$ cat src/rtl/scr1_mem_arb2.sv
// Two-requester memory arbiter: shares one req/ack/resp memory port between imem and dmem,
// keeps the selection stable until accepted and steers responses back via an in-order owner FIFO.

package scr1_memif_pkg;
  localparam int unsigned SCR1_AHB_WIDTH = 32;

  typedef enum logic {
    SCR1_MEM_CMD_RD = 1'b0,
    SCR1_MEM_CMD_WR = 1'b1
  } type_scr1_mem_cmd_e;

  typedef enum logic [1:0] {
    SCR1_MEM_WIDTH_BYTE  = 2'b00,
    SCR1_MEM_WIDTH_HWORD = 2'b01,
    SCR1_MEM_WIDTH_WORD  = 2'b10
  } type_scr1_mem_width_e;

  typedef enum logic [1:0] {
    SCR1_MEM_RESP_NOTRDY = 2'b00,
    SCR1_MEM_RESP_RDY_OK = 2'b01,
    SCR1_MEM_RESP_RDY_ER = 2'b10
  } type_scr1_mem_resp_e;
endpackage

module scr1_mem_arb2
  import scr1_memif_pkg::*;
#(
  parameter int unsigned SCR1_ARB_OUTSTANDING = 2,
  parameter bit          SCR1_ARB_DMEM_PRIO   = 1'b0
) (
  input  logic                      clk,
  input  logic                      rst_n,
  // imem port
  output logic                      imem_req_ack,
  input  logic                      imem_req,
  input  type_scr1_mem_cmd_e        imem_cmd,
  input  logic [SCR1_AHB_WIDTH-1:0] imem_addr,
  output logic [SCR1_AHB_WIDTH-1:0] imem_rdata,
  output type_scr1_mem_resp_e       imem_resp,
  // dmem port
  output logic                      dmem_req_ack,
  input  logic                      dmem_req,
  input  type_scr1_mem_cmd_e        dmem_cmd,
  input  type_scr1_mem_width_e      dmem_width,
  input  logic [SCR1_AHB_WIDTH-1:0] dmem_addr,
  input  logic [SCR1_AHB_WIDTH-1:0] dmem_wdata,
  output logic [SCR1_AHB_WIDTH-1:0] dmem_rdata,
  output type_scr1_mem_resp_e       dmem_resp,
  // shared downstream port
  input  logic                      mem_req_ack,
  output logic                      mem_req,
  output type_scr1_mem_cmd_e        mem_cmd,
  output type_scr1_mem_width_e      mem_width,
  output logic [SCR1_AHB_WIDTH-1:0] mem_addr,
  output logic [SCR1_AHB_WIDTH-1:0] mem_wdata,
  input  logic [SCR1_AHB_WIDTH-1:0] mem_rdata,
  input  type_scr1_mem_resp_e       mem_resp
);

  localparam int unsigned DEPTH = SCR1_ARB_OUTSTANDING;
  localparam int unsigned PTR_W = (DEPTH > 1) ? $clog2(DEPTH) : 1;
  localparam int unsigned CNT_W = $clog2(DEPTH + 1);
  localparam logic        ID_IMEM = 1'b0;
  localparam logic        ID_DMEM = 1'b1;

  logic [DEPTH-1:0] id_fifo;
  logic [PTR_W-1:0] wr_ptr, wr_ptr_nxt;
  logic [PTR_W-1:0] rd_ptr, rd_ptr_nxt;
  logic [CNT_W-1:0] cnt, cnt_nxt;
  logic             lock, lock_nxt;
  logic             lock_id, lock_id_nxt;
  logic             last_grant, last_grant_nxt;

  logic sel;
  logic fifo_full;
  logic fifo_empty;
  logic accept;
  logic pop;
  logic head_id;

  function automatic logic [PTR_W-1:0] ptr_inc(input logic [PTR_W-1:0] p);
    return (p == PTR_W'(DEPTH - 1)) ? '0 : p + PTR_W'(1);
  endfunction

  assign fifo_full  = (cnt == CNT_W'(DEPTH));
  assign fifo_empty = (cnt == '0);
  assign head_id    = id_fifo[rd_ptr];

  // Owner selection: a held (unaccepted) request always keeps the port
  always_comb begin
    sel = ID_IMEM;
    if (lock) begin
      sel = lock_id;
    end else if (dmem_req & ~imem_req) begin
      sel = ID_DMEM;
    end else if (dmem_req & imem_req) begin
      sel = SCR1_ARB_DMEM_PRIO ? ID_DMEM : ~last_grant;
    end
  end

  assign mem_req      = rst_n & (imem_req | dmem_req) & ~fifo_full;
  assign accept       = mem_req & mem_req_ack;
  assign imem_req_ack = accept & (sel == ID_IMEM);
  assign dmem_req_ack = accept & (sel == ID_DMEM);

  always_comb begin
    mem_cmd   = imem_cmd;
    mem_width = SCR1_MEM_WIDTH_WORD;
    mem_addr  = imem_addr;
    mem_wdata = '0;
    if (sel == ID_DMEM) begin
      mem_cmd   = dmem_cmd;
      mem_width = dmem_width;
      mem_addr  = dmem_addr;
      mem_wdata = dmem_wdata;
    end
  end

  // A response with nothing outstanding is dropped rather than underflowing
  assign pop = rst_n & (mem_resp != SCR1_MEM_RESP_NOTRDY) & ~fifo_empty;

  always_comb begin
    imem_resp = SCR1_MEM_RESP_NOTRDY;
    dmem_resp = SCR1_MEM_RESP_NOTRDY;
    if (pop) begin
      if (head_id == ID_DMEM) begin
        dmem_resp = mem_resp;
      end else begin
        imem_resp = mem_resp;
      end
    end
  end

  assign imem_rdata = mem_rdata;
  assign dmem_rdata = mem_rdata;

  // Next-state for lock, round-robin history and FIFO bookkeeping
  always_comb begin
    lock_nxt       = lock;
    lock_id_nxt    = lock_id;
    last_grant_nxt = last_grant;
    wr_ptr_nxt     = wr_ptr;
    rd_ptr_nxt     = rd_ptr;
    cnt_nxt        = cnt;
    if (accept) begin
      lock_nxt       = 1'b0;
      last_grant_nxt = sel;
      wr_ptr_nxt     = ptr_inc(wr_ptr);
    end else if (mem_req) begin
      lock_nxt    = 1'b1;
      lock_id_nxt = sel;
    end
    if (pop) begin
      rd_ptr_nxt = ptr_inc(rd_ptr);
    end
    case ({accept, pop})
      2'b10:   cnt_nxt = cnt + CNT_W'(1);
      2'b01:   cnt_nxt = cnt - CNT_W'(1);
      default: cnt_nxt = cnt;
    endcase
  end

  always_ff @(posedge clk or negedge rst_n) begin
    if (!rst_n) begin
      lock       <= 1'b0;
      lock_id    <= ID_IMEM;
      last_grant <= ID_IMEM;
      wr_ptr     <= '0;
      rd_ptr     <= '0;
      cnt        <= '0;
    end else begin
      lock       <= lock_nxt;
      lock_id    <= lock_id_nxt;
      last_grant <= last_grant_nxt;
      wr_ptr     <= wr_ptr_nxt;
      rd_ptr     <= rd_ptr_nxt;
      cnt        <= cnt_nxt;
    end
  end

  always_ff @(posedge clk or negedge rst_n) begin
    if (!rst_n) begin
      id_fifo <= '0;
    end else if (accept) begin
      id_fifo[wr_ptr] <= sel;
    end
  end

`ifdef SCR1_SIM_ENV
  assert property (@(posedge clk) disable iff (!rst_n) !$isunknown({imem_req, dmem_req}));
  assert property (@(posedge clk) disable iff (!rst_n) !$isunknown(mem_resp));
  assert property (@(posedge clk) disable iff (!rst_n) imem_req |-> (imem_cmd == SCR1_MEM_CMD_RD));
  assert property (@(posedge clk) disable iff (!rst_n)
                   (mem_resp != SCR1_MEM_RESP_NOTRDY) |-> !fifo_empty);
  assert property (@(posedge clk) disable iff (!rst_n)
                   (mem_req & ~mem_req_ack) |=> ($stable(mem_addr) && $stable(mem_cmd) &&
                                                 $stable(mem_width) && $stable(mem_wdata)));
`endif

endmodule

$ cat config.mk
export PLATFORM = sky130hd
export DESIGN_NAME = scr1_mem_arb2
export DESIGN_NICKNAME = d
export VERILOG_FILES = /design/src/rtl/scr1_mem_arb2.sv
export SDC_FILE = /design/constraint.sdc
export NUM_CORES = 1
export LEC_CHECK = 0
export BUFFER_PORTS_ARGS = -buffer_cell sky130_fd_sc_hd__buf_2
export CAP_MARGIN = 20
export CORE_AREA = 2 2 108 110
export CTS_CLUSTER_DIAMETER = 40
export DETAILED_ROUTE_END_ITERATION = 10
export DIE_AREA = 0 0 110 112
export PLACE_DENSITY_LB_ADDON = 0.2
export REMOVE_ABC_BUFFERS = 1
export SYNTH_ARGS = -nofsm -noshare
export SYNTH_HDL_FRONTEND = slang
export SYNTH_SLANG_ARGS = --single-unit
$ cat constraint.sdc
create_clock -name clk -period 1.9 [get_ports clk]
set_input_delay 0.38 -clock clk [delete_from_list [all_inputs] [get_ports clk]]
set_output_delay 0.38 -clock clk [all_outputs]
set_load 0.01 [all_outputs]
-- Yosys cells after proc, flatten, opt, wreduce, memory -nomap -nowiden
Cells that the tools add are included.
- register bits after elaboration: 9
- bits of input ports: 139
- output and inout bits: 138
- logic and storage cells: 60
- add/sub/neg operators: 4
- magnitude comparators: 3
- eq/ne operators: 3
- multiplexer cells: 21
- bitwise operators: 16
- reductions and logical operators: 6
- operators with widths (cell ; number):
    2-to-1 mux 32 bit ; 2
    2-to-1 mux 1 bit ; 11
    2-to-1 mux 2 bit ; 5
    AND 1 bit ; 9
    inverter 1 bit ; 6
    nonzero test 2 bit ; 3
    equality test 2 bit, second input constant ; 2
    < comparator 1 x 2 -> 1 bit, second input constant ; 2
    one-hot mux 2 bit (2 select lines) ; 1
    adder 1 bit, second input constant ; 2
    adder 2 x 1 -> 2 bit, second input constant ; 1
    bitwise mux 2 bit ; 1
    equality test 2 x 1 -> 1 bit, second input constant ; 1
    zero test 2 bit ; 1
    AND reduction 2 bit ; 1
    subtractor 2 x 1 -> 2 bit, second input constant ; 1
    demux 1 bit (select 1 bit) ; 1
    >= comparator 1 bit, second input constant ; 1
    logical AND 1 bit ; 1
    OR 1 bit ; 1

-- Longest topological paths before layout
Gate-level depths: netlist of run 1.
- word-level depth: 6
- depth in mapped cells: 6
- depth with buffers taken out: 6

-- Least setup slack after synthesis of run 1
Ideal clock, no wire load.
- path type: input to output
- from: input port dmem_req
- to: output port mem_addr[10]
- arrival: 1363 ps
- setup slack: 157 ps
- stages on the path: 4
- path buffers: 1
- cell sequence: nor2b_2 > a22oi_4 > buf_6 > mux2_2
- word-level cells in the longest chain between the ends: 5
- RTL lines (element ; RTL line ; source):
    from (decl) ; 42 ; input logic dmem_req,
    AND 1 bit ; 96 ; end else if (dmem_req & imem_req) begin
    2-to-1 mux 1 bit ; 96 ;
    2-to-1 mux 1 bit (*) ; 94 ; end else if (dmem_req & ~imem_req) begin
    2-to-1 mux 1 bit (*) ; 92 ; if (lock) begin
    2-to-1 mux 32 bit (*) ; 111 ; if (sel == ID_DMEM) begin
    to (decl) ; 54 ; output logic [SCR1_AHB_WIDTH-1:0] mem_addr,
Every way passes the cells marked *; elsewhere a longest branch is shown, timed or not.

-- Worst setup path after layout of run 1
- from: register lock
- to: output port mem_addr[16]
- word-level cells in the longest chain between the ends: 2
- RTL lines (element ; RTL line ; source):
    from (decl) ; 70 ; logic lock, lock_nxt;
    from (signal assigned) ; 172 ; lock <= lock_nxt;
    2-to-1 mux 1 bit ; 92 ;
    2-to-1 mux 32 bit ; 111 ;
Every way passes these cells.

==> results.toml, run 1 <==
[run_status]
status = "finished with violations"
violations = "negative setup slack"

[placed_design]
dp_hpwl_mm = 6.47
place_congestion = 0.731
placed_area_um2 = 2220
port_buffers = 180

[drt]
ant_nets = 0
drt-total-wl_mm = 8.30
drt_pass1_iterations = 4
first_iter_violations = 42
via_count = 1837
wl_per_cell_um = 18.2
drc = 0
avgViaCountPerCell = 4.04

[cts]
clock-sinks = 9
insertion_delay_ps = 230
cts_inserted_buffers = 3
tritoncts = "yes"
path_clk_slew_ps = 40
clockBufferDepth = 2
root_buffer = "clkbuf_16"
htreeDepth = 1
ctsHoldBuffers = 0

[power_and_ir_drop]
p_comb_frac = 0.804
p_seq_frac = 0.104
ir_worst_vdd_uv = 565
power.switching_mw = 1.52
netSwitchingFraction = 0.387
finalPower_mw = 3.93
p_int_mw = 2.41
clockPowerShare = 0.092
powerDensity_nw_per_um2 = 1430
leakagePower_nw = 1.51

[worst_setup_path]
start_kind = "flip-flop"
reg2reg_slack_ps = 370
required_ps = 1520
arrival_ps = 1680
crit_chain = "a22oi_4 > buf_12 > clkbuf_16 > mux2_2 > buf_6"
end_kind = "primary output"
slowest_delay_ps = 440
critPathMaxFanout = 8
setup.worst_path.class = "reg -> out"
cpMaxStageDelayCell = "dfrtp_2"
critPathTopFamily = "buffers and inverters"
critPathBufInv = 3

[layout]
area_growth_pct = 71.3
post-route-util = 0.247
nFillCells = 1225
antennaDiodeCount = 0
mostFrequentLayoutCells = "buf_2 (147), buf_6 (34), and2_1 (33)"
mostFrequentLayoutCell = "buf_2"
design_area_um2 = 2760
drive_above_1_share = 0.763
final_nets = 453

[global_routing]
grt_overflow_total = 0
track_usage = 0.116
grt_pass1_wl_mm = 10.2
antenna_found_initial = 0
grt_pass1_vias = 1761
grt_max_degree = 38

[synthesis]
ys_seq_area_frac = 0.140
ys_types = 25
synth_ff_type = "dfrtp_1"
yosys-top-cells-area = "buf_4 (30%), mux2_2 (25%), dfrtp_1 (14%)"
synth_largest_area_cell = "buf_4"
syn_area_um2 = 1610
syn_avg_cell_area_um2 = 8.70
yosys_warnings = 0
synth-async-reset-ratio = 1.00
synth_cells = 185
synth_top_area_frac = 0.298
synth_edf_count = 0
ys_ff_latch = 9

[floorplanning]
start_util = 0.144
pin_count = 277
coreArea_um2 = 11200
fp-row-count = 39
die_x_um = 110
dieArea_um2 = 12300
dieHeight_um = 112

[timing]
rsz0062_at_grt = "true"
hold_viol = 0
maxSlewViolCount = 0
maxSlewHeadroom = 0.775
setup_viol_count_final = 44
fin_crit_ps = 2060
finalWorstSetupSlack_ps = -163
period_share = 1.09
fmax_mhz = 485
clock-skew-final_ps = 5.04
worst_pin_slew_ps = 334

[job]
max_cap_violations = 0

[min_path]
hold_path_class = "in -> async"
[through the flow]
| stage | setup TNS (ps) | worst slack, ps | hold WS [ps] | std cells |
|---|---|---|---|---|
| final | -4180 | -163 | 106 | 455 |
| after global routing | -8530 | -207 | 120 | 455 |
| after CTS | -4800 | -163 | 110 | 454 |
| after detailed placement | -1630 | -81.8 | 359 | 444 |
| after global placement | -988 | -56.3 | 354 | 444 |
| after floorplan | -3820 | -116 | 84.4 | 115 |
[metal layers]
metal  track usage  vias up  wire [um]
li1              -      801          -
met1         0.132      798       3070
met2         0.170      238       3450
met3        0.0966        0       1780
met4        0.0101        0          0
met5        0.0462        -          0
[Yosys cell counts (2+ instances only)]
library cell   n
nand2_1        4
o21a_1         4
mux2_2        36
xnor2_1        3
dfrtp_1        9
buf_4         64
nor2_1         8
a31oi_1        2
and2_1        33
buf_6          3
clkbuf_1       3
xor2_1         2
nand2b_1       2
[cell type report]
class | instances | area [um2] | share of cell area
multi-input cells | 105 | 980 | 0.355
repair buffers | 193 | 1290 | 0.468
clock buffers | 4 | 78.8 | 0.0286
inverters | 1 | 3.75 | 0.00136
flip-flops and latches | 9 | 226 | 0.0821
well taps | 143 | 179 | 0.0649
[flip-flops by register name (all words and copies together) (netlist names)]
signal	flops
rd_ptr	1
id_fifo	2
last_grant	1
lock	1
wr_ptr	1
lock_id	1
cnt	2
[repair_timing]
item                       CTS  global route
setup buffers                4             1
gates resized for setup     46            23
setup endpoints to repair   69            69
cloned                       2             1
pin swaps                    5             1
[logic make-up after synthesis]
group	count (synthesis)	share of synthesized area
xor gates and xnor gates	5	0.0272
and+or+nand+nor	51	0.179
muxes	37	0.258
adders and majority gates	1	0.00777
AOI/OAI and AO/OA	11	0.0591
buffers and inverters	71	0.329
DFF	9	0.140
[power by group through the flow]
stage / clock network [mW] / registers, mW / logic [mW]
2_1_floorplan: 0 / 0.375 / 1.33
6_report: 0.364 / 0.407 / 3.16
3_3_place_gp: 0 / 0.405 / 2.18
4_1_cts: 0.370 / 0.408 / 2.91
5_1_grt: 0.389 / 0.422 / 3.41
3_5_place_dp: 0 / 0.405 / 2.18
[path summary, 6_finish.rpt]
path                             start  depth (start not counted)            to
max                               lock                          5  mem_addr[16]
min                              rst_n                          2    id_fifo[1]
max reg2reg                     cnt[0]                          6        cnt[1]
min reg2reg                     cnt[1]                          1        cnt[1]
max in group asynchronous        rst_n                          2          lock
min in group clk           mem_req_ack                          3       lock_id
(Power assumes the default switching activity.)
==> run 2, diff against run 1 <==
Settings changed: TNS_END_PERCENT set to 20.
==> results.toml, run 2 (same netlist as run 1, synthesis figures left out) <==
[run_status]
status = "finished with violations"
violations = "negative setup slack"

[global_routing]
antenna_found_initial = 0
grt_overflow_total = 0
grt_pass1_wl_mm = 10.2
grt_max_degree = 38
track_usage = 0.116
grt_pass1_vias = 1760

[timing]
maxSlewHeadroom = 0.775
clock-skew-final_ps = 5.04
fmax_mhz = 487
worst_pin_slew_ps = 335
rsz0062_at_grt = "true"
fin_crit_ps = 2050
tns_ps = -3800
maxSlewViolCount = 0
period_share = 1.08
worst_hold_slack_ps = 105
hold_viol = 0
setup_viol_count_final = 45
finalWorstSetupSlack_ps = -153

[worst_setup_path]
critPathBufInv = 3
crit_cells = 5
worstRegToRegCells = 6
end_kind = "primary output"
arrival_ps = 1670
required_ps = 1520
crit_chain = "a22oi_4 > buf_12 > clkbuf_16 > mux2_2 > buf_6"
slowest_delay_ps = 440
cpMaxStageDelayCell = "dfrtp_2"
critPathTopFamily = "buffers and inverters"
setup.worst_path.class = "reg -> out"
critPathMaxFanout = 8
start_kind = "flip-flop"

[cts]
htreeDepth = 1
cts_inserted_buffers = 3
root_buffer = "clkbuf_16"
path_clk_slew_ps = 40
insertion_delay_ps = 230
clock-sinks = 9
clockBufferDepth = 2
ctsHoldBuffers = 0
tritoncts = "yes"

[drt]
drt_pass1_iterations = 6
first_iter_violations = 36
wl_per_cell_um = 18.3
drt-total-wl_mm = 8.31
drc = 0
via_count = 1852
avgViaCountPerCell = 4.07
ant_nets = 0

[power_and_ir_drop]
leakagePower_nw = 1.52
powerDensity_nw_per_um2 = 1430
ir_worst_vdd_uv = 556

[floorplanning]
die_x_um = 110
coreArea_um2 = 11200
dieArea_um2 = 12300
pin_count = 277
start_util = 0.144
dieHeight_um = 112
fp-row-count = 39

[layout]
mostFrequentLayoutCell = "buf_2"
mostFrequentLayoutCells = "buf_2 (144), buf_6 (33), and2_1 (30)"
drive_above_1_share = 0.772
area_growth_pct = 72.3
top_regs = "cnt: 2 flops, id_fifo: 2 flops"
final_nets = 453
antennaDiodeCount = 0
nFillCells = 1220

[job]
max_cap_violations = 0

[placed_design]
place_ws_ps = -81.8
place_congestion = 0.731
dp_hpwl_mm = 6.47
port_buffers = 180

[min_path]
hold_path_class = "in -> async"
==> run 2: cell counts in the layout (fill, tap and decap cells not counted) <==
Identical to the previous run, type by type.
==> run 2: where the power goes <==
part / total (mW) / internal [mW] / leakage [nW] / switching (mW)
registers: 0.406 / 0.293 / 0.105 / 0.114
logic: 3.20 / 1.87 / 1.38 / 1.33
clock network: 0.364 / 0.280 / 0.0382 / 0.0840
total: 3.97 / 2.44 / 1.52 / 1.52
==> run 2: cell type report <==
class	instances	area, um2	area share
sequential	9	226	0.0816
inverter	1	3.75	0.00135
timing repair buffer	193	1290	0.467
tap	143	179	0.0645
clock buffer	4	78.8	0.0284
multi-input combinational	105	991	0.357
==> run 2: metal layers <==
metal  routed length, um  part of all wire  global-route usage
met4                   0                 0              0.0101
met5                   0                 0              0.0462
met2                3530              0.42               0.171
met1                3010              0.36               0.129
met3                1770              0.21              0.0984
==> run 2: repair_timing <==
| item | in CTS | in global routing |
|---|---|---|
| gates resized for setup | 42 | 33 |
| gates cloned | 2 | 1 |
| setup buffers | 3 | 2 |
| endpoints found under the setup margin | 69 | 68 |
| pin swaps | 1 | 4 |
==> run 2: worst paths after layout <==
| check | start | endpoint | slack, ps |
|---|---|---|---|
| max in group asynchronous | rst_n | lock | 1670 |
| min in group clk | mem_req_ack | lock_id | 490 |
| hold reg to reg | cnt[1] | cnt[1] | 520 |
| setup / recovery | lock | mem_addr[16] | -150 |
| hold / removal | rst_n | id_fifo[1] | 100 |
| setup reg to reg | cnt[0] | cnt[1] | 370 |
==> run 2: through the flow <==
step / instances / util / area, um2 / power, mW
2_1_floorplan: 115 / - / 1080 / 1.70
3_3_place_gp: 444 / 0.199 / 2220 / 2.58
3_5_place_dp: 444 / 0.199 / 2220 / 2.59
4_1_cts: 453 / 0.232 / 2590 / 3.65
5_1_grt: 455 / 0.248 / 2770 / 4.26
6_report: 455 / 0.248 / 2770 / 3.97
